[config.mk]
export PLATFORM = sky130hd
export DESIGN_NAME = nibble_packer_flat
export DESIGN_NICKNAME = d
export VERILOG_FILES = /design/src/rtl/nibble_pkg.sv /design/src/rtl/nibble_packer_if.sv /design/src/rtl/word_fifo2.sv /design/src/rtl/nibble_packer.sv /design/src/flat_wrapper.sv
export SDC_FILE = /design/constraint.sdc
export NUM_CORES = 1
export LEC_CHECK = 0
export CAP_MARGIN = 20
export CORE_MARGIN = 2
export CORE_UTILIZATION = 55
export DETAILED_ROUTE_END_ITERATION = 16
export PLACE_DENSITY_LB_ADDON = 0.25
export SLEW_MARGIN = 10
export SYNTH_ARGS = -nofsm -noshare
export SYNTH_HDL_FRONTEND = slang
export SYNTH_SLANG_ARGS = --single-unit
[constraint.sdc]
create_clock -name clk -period 5.2 [get_ports clk]
set_input_delay 1.04 -clock clk [delete_from_list [all_inputs] [get_ports clk]]
set_output_delay 1.04 -clock clk [all_outputs]
set_load 0.01 [all_outputs]
[src/rtl/nibble_pkg.sv]
// Shared types and sizing helpers for the nibble packer slice.
package nibble_pkg;
    localparam int NIBBLE_W = 4;

    typedef enum logic [1:0] {IDLE, FILL, LAST, STALL} state_t;

    function automatic int len_w(input int nibbles);
        return $clog2(nibbles) + 1;
    endfunction
endpackage

[src/rtl/nibble_packer_if.sv]
// Nibble input stream plus packed-word valid/ready output of the packer.
interface nibble_packer_if
    import nibble_pkg::*;
#(
    parameter int NIBBLES = 4
) ();
    localparam int LW = len_w(NIBBLES);

    logic                        in_valid;
    logic                        in_ready;
    logic [NIBBLE_W-1:0]         q;
    logic                        rco;
    logic                        flush;
    logic                        out_valid;
    logic                        out_ready;
    logic [NIBBLE_W*NIBBLES-1:0] word;
    logic [NIBBLES-1:0]          carry;
    logic [LW-1:0]               len;
    logic                        ovf;

    modport slave (
        input  in_valid, q, rco, flush, out_ready,
        output in_ready, out_valid, word, carry, len, ovf
    );

    modport master (
        output in_valid, q, rco, flush, out_ready,
        input  in_ready, out_valid, word, carry, len, ovf
    );
endinterface

[src/rtl/word_fifo2.sv]
// Two-entry FIFO whose head register drives the output directly.
module word_fifo2 #(
    parameter int DW = 8
) (
    input  logic          clk,
    input  logic          reset,
    input  logic          push,
    input  logic          pop,
    input  logic [DW-1:0] din,
    output logic [DW-1:0] dout,
    output logic          full,
    output logic          empty
);
    logic [DW-1:0] tail;
    logic [1:0]    cnt;

    assign full  = (cnt == 2'd2);
    assign empty = (cnt == 2'd0);

    always_ff @(posedge clk) begin
        if (reset) begin
            cnt  <= 2'd0;
            dout <= '0;
            tail <= '0;
        end else begin
            case ({push, pop})
                2'b10: if (!full) begin
                    if (empty) dout <= din;
                    else       tail <= din;
                    cnt <= cnt + 2'd1;
                end
                2'b01: if (!empty) begin
                    dout <= tail;
                    cnt  <= cnt - 2'd1;
                end
                2'b11: begin
                    // Occupancy is unchanged; the new word lands behind whatever remains.
                    if (full) begin
                        dout <= tail;
                        tail <= din;
                    end else begin
                        dout <= din;
                    end
                end
                default: ;
            endcase
        end
    end
endmodule

[src/rtl/nibble_packer.sv]
// Packs successive adder result nibbles and carries into wide words behind a 2-entry queue.
module nibble_packer
    import nibble_pkg::*;
#(
    parameter int NIBBLES = 4
) (
    input  logic             clk,
    input  logic             reset,
    nibble_packer_if.slave   bus
);
    localparam int LW = len_w(NIBBLES);
    localparam int WW = NIBBLE_W * NIBBLES;
    localparam int DW = WW + NIBBLES + LW;
    localparam logic [LW-1:0] FULL_CNT = LW'(NIBBLES);
    localparam logic [LW-1:0] LAST_CNT = LW'(NIBBLES - 1);

    state_t             state, state_n;
    logic [LW-1:0]      count, cnt_a, count_n;
    logic [WW-1:0]      asm_word, word_a, word_n;
    logic [NIBBLES-1:0] asm_carry, carry_a, carry_n;
    logic               pend, pend_n, ovf;
    logic               acc, pop, push, full, empty, full_n;
    logic [DW-1:0]      din, dout;

    assign pop          = !empty && bus.out_ready;
    assign bus.in_ready = (state != STALL) || pop;
    assign acc          = bus.in_valid && bus.in_ready;

    always_comb begin
        word_a  = asm_word;
        carry_a = asm_carry;
        cnt_a   = count;
        if (acc) begin
            for (int k = 0; k < NIBBLES; k++) begin
                if (count == LW'(k)) begin
                    word_a[k*NIBBLE_W +: NIBBLE_W] = bus.q;
                    carry_a[k]                     = bus.rco;
                end
            end
            cnt_a = count + LW'(1);
        end

        din     = {word_a, carry_a, cnt_a};
        push    = 1'b0;
        count_n = cnt_a;
        word_n  = word_a;
        carry_n = carry_a;
        pend_n  = pend;
        // A completed word always wins; a flush arriving with it has nothing left to emit.
        if (cnt_a == FULL_CNT) begin
            push    = 1'b1;
            count_n = '0;
            word_n  = '0;
            carry_n = '0;
            pend_n  = 1'b0;
        end else if (bus.flush || pend) begin
            if (cnt_a == '0) begin
                pend_n = 1'b0;
            end else if (!full || pop) begin
                push    = 1'b1;
                count_n = '0;
                word_n  = '0;
                carry_n = '0;
                pend_n  = 1'b0;
            end else begin
                pend_n = 1'b1;
            end
        end

        if (push && !pop)      full_n = !empty;
        else if (pop && !push) full_n = 1'b0;
        else                   full_n = full;

        if (count_n == '0)                                 state_n = IDLE;
        else if (full_n && (count_n == LAST_CNT || pend_n)) state_n = STALL;
        else if (count_n == LAST_CNT)                      state_n = LAST;
        else                                               state_n = FILL;
    end

    always_ff @(posedge clk) begin
        if (reset) begin
            state     <= IDLE;
            count     <= '0;
            asm_word  <= '0;
            asm_carry <= '0;
            pend      <= 1'b0;
            ovf       <= 1'b0;
        end else begin
            state     <= state_n;
            count     <= count_n;
            asm_word  <= word_n;
            asm_carry <= carry_n;
            pend      <= pend_n;
            ovf       <= ovf || (bus.in_valid && !bus.in_ready);
        end
    end

    word_fifo2 #(.DW(DW)) u_fifo (
        .clk   (clk),
        .reset (reset),
        .push  (push),
        .pop   (pop),
        .din   (din),
        .dout  (dout),
        .full  (full),
        .empty (empty)
    );

    assign bus.out_valid = !empty;
    assign {bus.word, bus.carry, bus.len} = dout;
    assign bus.ovf = ovf;
endmodule

[src/flat_wrapper.sv]
// flat-port wrapper written by rule: the top's interface ports become plain ports
module nibble_packer_flat import nibble_pkg::*;
#(
    parameter int NIBBLES = 4
)
  (clk, reset, bus_in_valid, bus_q, bus_rco, bus_flush, bus_out_ready, bus_in_ready, bus_out_valid, bus_word, bus_carry, bus_len, bus_ovf);
  nibble_packer_if #(.NIBBLES(NIBBLES)) bus_i ();
  input  logic clk;
  input  logic reset;
  input wire logic [$bits(bus_i.in_valid)-1:0] bus_in_valid;
  input wire logic [$bits(bus_i.q)-1:0] bus_q;
  input wire logic [$bits(bus_i.rco)-1:0] bus_rco;
  input wire logic [$bits(bus_i.flush)-1:0] bus_flush;
  input wire logic [$bits(bus_i.out_ready)-1:0] bus_out_ready;
  output wire logic [$bits(bus_i.in_ready)-1:0] bus_in_ready;
  output wire logic [$bits(bus_i.out_valid)-1:0] bus_out_valid;
  output wire logic [$bits(bus_i.word)-1:0] bus_word;
  output wire logic [$bits(bus_i.carry)-1:0] bus_carry;
  output wire logic [$bits(bus_i.len)-1:0] bus_len;
  output wire logic [$bits(bus_i.ovf)-1:0] bus_ovf;
  assign bus_i.in_valid = bus_in_valid;
  assign bus_i.q = bus_q;
  assign bus_i.rco = bus_rco;
  assign bus_i.flush = bus_flush;
  assign bus_i.out_ready = bus_out_ready;
  assign bus_in_ready = bus_i.in_ready;
  assign bus_out_valid = bus_i.out_valid;
  assign bus_word = bus_i.word;
  assign bus_carry = bus_i.carry;
  assign bus_len = bus_i.len;
  assign bus_ovf = bus_i.ovf;
  nibble_packer #(.NIBBLES(NIBBLES)) u_core (.clk(clk), .reset(reset), .bus(bus_i));
endmodule
**After elaboration in Yosys (flattened, before gate mapping)**

Index checks and enable logic that the tools add are counted.

- Register bits after elaboration: 75
- Output and inout port bits: 26
- Bits of input ports: 10

- Eq/ne operators: 15
- Reduce and logical (&&, ||, !) cells: 28
- Muxes and demuxes: 45
- $add $sub $neg: 3

Operators by type and width:

| operator | count |
|---|---|
| $mux 23 | 7 |
| $pmux 23 s3 | 1 |
| $mux 16 | 4 |
| $pmux 23 s2 | 1 |
| $mux 4 | 8 |
| $mux 3 | 5 |
| $mux 1 | 14 |
| $eq 3x2->1 const B | 3 |
| $logic_not 3->1 | 3 |
| $mux 2 | 4 |
| $ne 2x2->1 const B | 4 |
| $reduce_and 4->1 | 2 |
| $eq 2x2->1 const B | 3 |
| $logic_and 1x1->1 | 6 |
| $logic_not 1->1 | 5 |
| $logic_or 1x1->1 | 5 |
| $ne 2x1->1 const B | 2 |
| $pmux 2 s2 | 1 |
| $reduce_bool 2->1 | 2 |
| $reduce_or 2->1 | 2 |
| $add 3x1->3 const B | 1 |
| $eq 3x1->1 const B | 1 |
| $eq 3x3->1 const B | 1 |
| $reduce_and 3->1 | 1 |
| 5 further kinds | 5 |

**Longest topological paths before layout**

- Word-level depth: 16
- Depth in mapped cells: 9
- Depth with buffers taken out: 8

**Hierarchy**

Synthesis repeated with hierarchy kept, for this count alone.

- Cells, all modules: 384
- Area total of the unflattened synthesis: 3602.2 sq um

Modules (own cells, without submodules):

| module | times used | cells an instance | area each (sq um) | sequential area each (sq um) |
|---|---|---|---|---|
| word_fifo2 | 1 | 261 | 2342.2 | 960.9 |
| nibble_packer | 1 | 123 | 1260.0 | 540.5 |

**Worst setup path before layout**

OpenSTA, ideal clock, no wires.

- Kind: input-to-reg
- From: input port bus_out_ready
- To: register u_core.u_fifo.cnt[0]
- Required time: 5.068 ns
- Cell stages on the path: 8
- Arrival: 2.718 ns
- Setup slack: 2.350 ns
- Cell sequence: buf_4 > o21a_4 > o21ai_4 > mux2i_4 > buf_2 > nor2_1 > a211oi_1 > nor3_1

- Longest elaborated chain between the ends: 11

RTL lines:

| what | RTL line | source |
|---|---|---|
| from (decl) | flat_wrapper.sv:14 | `input wire logic [$bits(bus_i.out_ready)-1:0] bus_out_ready;` |
| $logic_and 1x1->1 * | nibble_packer.sv:25 | `assign pop = !empty && bus.out_ready;` |
| $logic_or 1x1->1 | nibble_packer.sv:26 | `assign bus.in_ready = (state != STALL) \|\| pop;` |
| $logic_and 1x1->1 | nibble_packer.sv:27 | `assign acc = bus.in_valid && bus.in_ready;` |
| $mux 3 | nibble_packer.sv:33 | `if (acc) begin` |
| $logic_not 3->1 | nibble_packer.sv:57 | `if (cnt_a == '0) begin` |
| $mux 1 | nibble_packer.sv:57 |  |
| $mux 1 | nibble_packer.sv:56 | `end else if (bus.flush \|\| pend) begin` |
| $mux 1 | nibble_packer.sv:50 | `if (cnt_a == FULL_CNT) begin` |
| $eq 2x2->1 / $eq 2x1->1 (equally long branches) | word_fifo2.sv:26 | `case ({push, pop})` |
| $ne 2x2->1 (no source line) / $reduce_bool 2->1 (equally long branches) | - |  |
| $reduce_and 3->1 (no source line) | - |  |
| to (signal assigned) | word_fifo2.sv:30 | `cnt <= cnt + 2'd1;` |
| to (signal assigned) | word_fifo2.sv:34 | `cnt <= cnt - 2'd1;` |
| to (decl) | word_fifo2.sv:15 | `logic [1:0] cnt;` |

Mark *: on every way between the ends. The rest lies on a longest branch, timed or not.
A chain may end at the register's enable or synchronous reset.

**Worst setup path after layout**

- From: input port bus_out_ready
- To: output port bus_in_ready

- Longest elaborated chain between the ends: 2

RTL lines:

| what | RTL line | source |
|---|---|---|
| $logic_and 1x1->1 | nibble_packer.sv:25 |  |
| $logic_or 1x1->1 | nibble_packer.sv:26 |  |
| to (decl) | flat_wrapper.sv:15 | `output wire logic [$bits(bus_i.in_ready)-1:0] bus_in_ready;` |

No other way between the ends.

==> metrics <==
status=finished clean; synth top area cells=dfxtp_1 44%, mux2i_1 9.0%, a211oi_2 6.6%; GR Overflow Total=0; max-cap viol count=0; Root Driver=clkbuf_8; Period Utilization, post-route=0.746; max frequency=0.258 GHz; synthesized area per cell=10.1 um^2; CTS tree=yes; RePlAce Congestion=0.855; wire per inst=16.6 um; number of setup buffers added after CTS=0; CP startpoint kind=input port; Post-CTS Hold Buffers=0; CP Max Fanout=11; Cell Count, Final, Fillers Out=442; # DRC=0; Worst Path Buf+Inv=3; # resized after CTS=0; most common flop cell mapped by yosys=dfxtp_1; Worst-path clk slew=0.07 ns; slowest CP cell=clkdlybuf4s50_1; total leakage power=0.00151 uW; first-pass GRT wire length=12.5 mm; largest net degree at the start of global routing=52; commonest cells after routing, fill and taps aside=75 x dfxtp_1, 56 x nor2_1, 34 x clkdlybuf4s50_1, 31 x mux2i_1, 20 x a21oi_1; chip width=83.0 um; slowest cell delay on critical path=0.73 ns; CP endpoint kind=output pin; DR vias/cell=5.81; final WL=7.33 mm; final setup fails=0; Slew Limit Fails=0; Setup Total Neg Slack=0 ns; Cells after DPL=427; total track usage=0.222; syn nets=354; Max transition margin=0.418; Area after DPL=3750 um^2; total die area=6890 um^2; Clock Skews=0.00567 ns; Synth cell types=51; Yosys reg bits=75; Final #Nets=378; Die Y=83.0 um; simple-gate area share of the yosys netlist=0.142; drt pass-1 iters=4; CP arrival=2.84 ns; CTS Buffer Depth=2; PD cells=330 nW/um^2; family with the most delay on the worst path=buffers and inverters; worst-case vdd ir drop=0.000198 V; xor-xnor portion of the synthesized cell area=0.00255; Worst Hold Class=reg -> reg; Starting DRT DRC Count=110; design area=3970 um^2; main combinational cell family by area after synthesis=compound AO/OA/AOI/OAI gates; Synth Area in Compound Gates=0.239; Synth Area in Adders=0.0182; Final ANT Viol Nets=0; number of enable flip-flop cells after synthesis=0; Post-Syn Area=3430 um^2; Num CTS Buffers=9; top cell type by total area after synthesis=dfxtp_1; Least-Margin Pin Slew=0.870 ns; Post-synth ARST share=0; Rows=28; most common cell after layout, fill and taps aside=dfxtp_1; post-DP HPWL=4.79 mm; Clk Latency, worst-skew pair=0.34 ns; number of primary I/O pins=36; vias in the first global route=2,568; Port Buffer Count=35; CP dominant cell by count=clkdlybuf4s50_1; initial core utilization=0.573; sequential cell area fraction in the yosys report=0.437; final hold vios=0; Crit Path Class=in -> out; hold_ws=0.478 ns; top-area cell type share of the netlist area=0.437; Synth Warn #=0; core area=5990 um^2; mux cell area share after synthesis=0.107; Clock Sinks=75; # diodes=0; Tmin final=3.88 ns; Via Count=2,570; Layout area overhead=15.7%; worst path required time=4.16 ns; RSZ-0062 raised after global routing=false; antenna violations before repair=0; layout cell share with drive strength beyond 1=0.193; worst path cell trace=clkdlybuf4s50_1, o21a_4, nor2_1, inv_2, clkdlybuf4s50_1; H-tree Lvls=3; Mapped Cells=339
synth_stat cells, types with 2 or more instances:
library cell	n
mux2i_1	31
buf_4	8
nor3_1	3
clkbuf_1	10
ha_1	5
o21ai_0	2
a211oi_2	18
o221a_2	14
nand2_1	5
nand3_1	7
a21oi_1	20
nor2b_1	2
nand4_2	2
nand2b_1	11
a211oi_1	6
mux2_2	3
inv_1	10
o211ai_1	7
dfxtp_1	75
buf_2	4
buf_6	2
o21ai_4	3
nor2_1	56
a31oi_1	8
metrics by stage:
step / utilization / total power, uW / setup WS, ns
floorplan: - / 756 / 2.35
global placement: 0.626 / 814 / 1.32
detailed placement: 0.626 / 819 / 1.23
CTS: 0.663 / 1320 / 1.32
global route: 0.663 / 1360 / 1.22
finish: 0.663 / 1310 / 1.32
per-layer routing:
layer / up-vias / global-route usage / routed length (um)
met5: - / 0 / 0
met4: 0 / 0.0686 / 46
met3: 5 / 0.0467 / 272
met2: 53 / 0.375 / 3610
met1: 1241 / 0.285 / 3410
li1: 1271 / - / -
power breakdown:
group | total, uW | internal [uW] | switching, uW
clock network | 505 | 294 | 211
registers | 618 | 601 | 17.0
logic | 188 | 84.2 | 104
total | 1310 | 979 | 332
logic make-up after synthesis:
logic type	count (synthesis)
AO/OA/AOI/OAI	91
XOR/XNOR	1
adder cells (fa/ha/maj)	5
buffers and inverters	36
flip-flops	75
multiplexers	35
AND/OR/NAND/NOR	96
layout make-up:
class | count | area (um^2)
inverters | 12 | 45.0
repair buffers | 37 | 360
clock inverters | 4 | 73.8
flip-flops and latches | 75 | 1500
multi-input cells | 228 | 1750
fillers | 495 | 2020
well taps | 75 | 93.8
clock buffers | 11 | 151
worst min-delay path, stage by stage (launching register included):
cell	delay, ns
dfxtp_1	0.34
a21oi_1	0.04
nor2_1	0.07
registers in the layout, indices dropped and copies added (netlist names):
name and count:
u_core.state 2, u_core.bus.ovf 1, u_core.asm_carry 4, u_core.u_fifo.cnt 2, u_core.u_fifo.dout 23, u_core.count 3, u_core.u_fifo.tail 23, u_core.pend 1
u_core.asm_word 16
final timing paths:
kind / startpoint / endpoint / slack, ns / depth (start not counted)
hold / removal: u_core.bus.ovf / u_core.bus.ovf / 0.48 / 2
hold reg to reg: u_core.bus.ovf / u_core.bus.ovf / 0.48 / 2
setup reg to reg: u_core.count[0] / u_core.u_fifo.dout[0] / 2.05 / 8
setup / recovery: bus_out_ready / bus_in_ready / 1.32 / 5
Power figures use the tool's default switching activity.
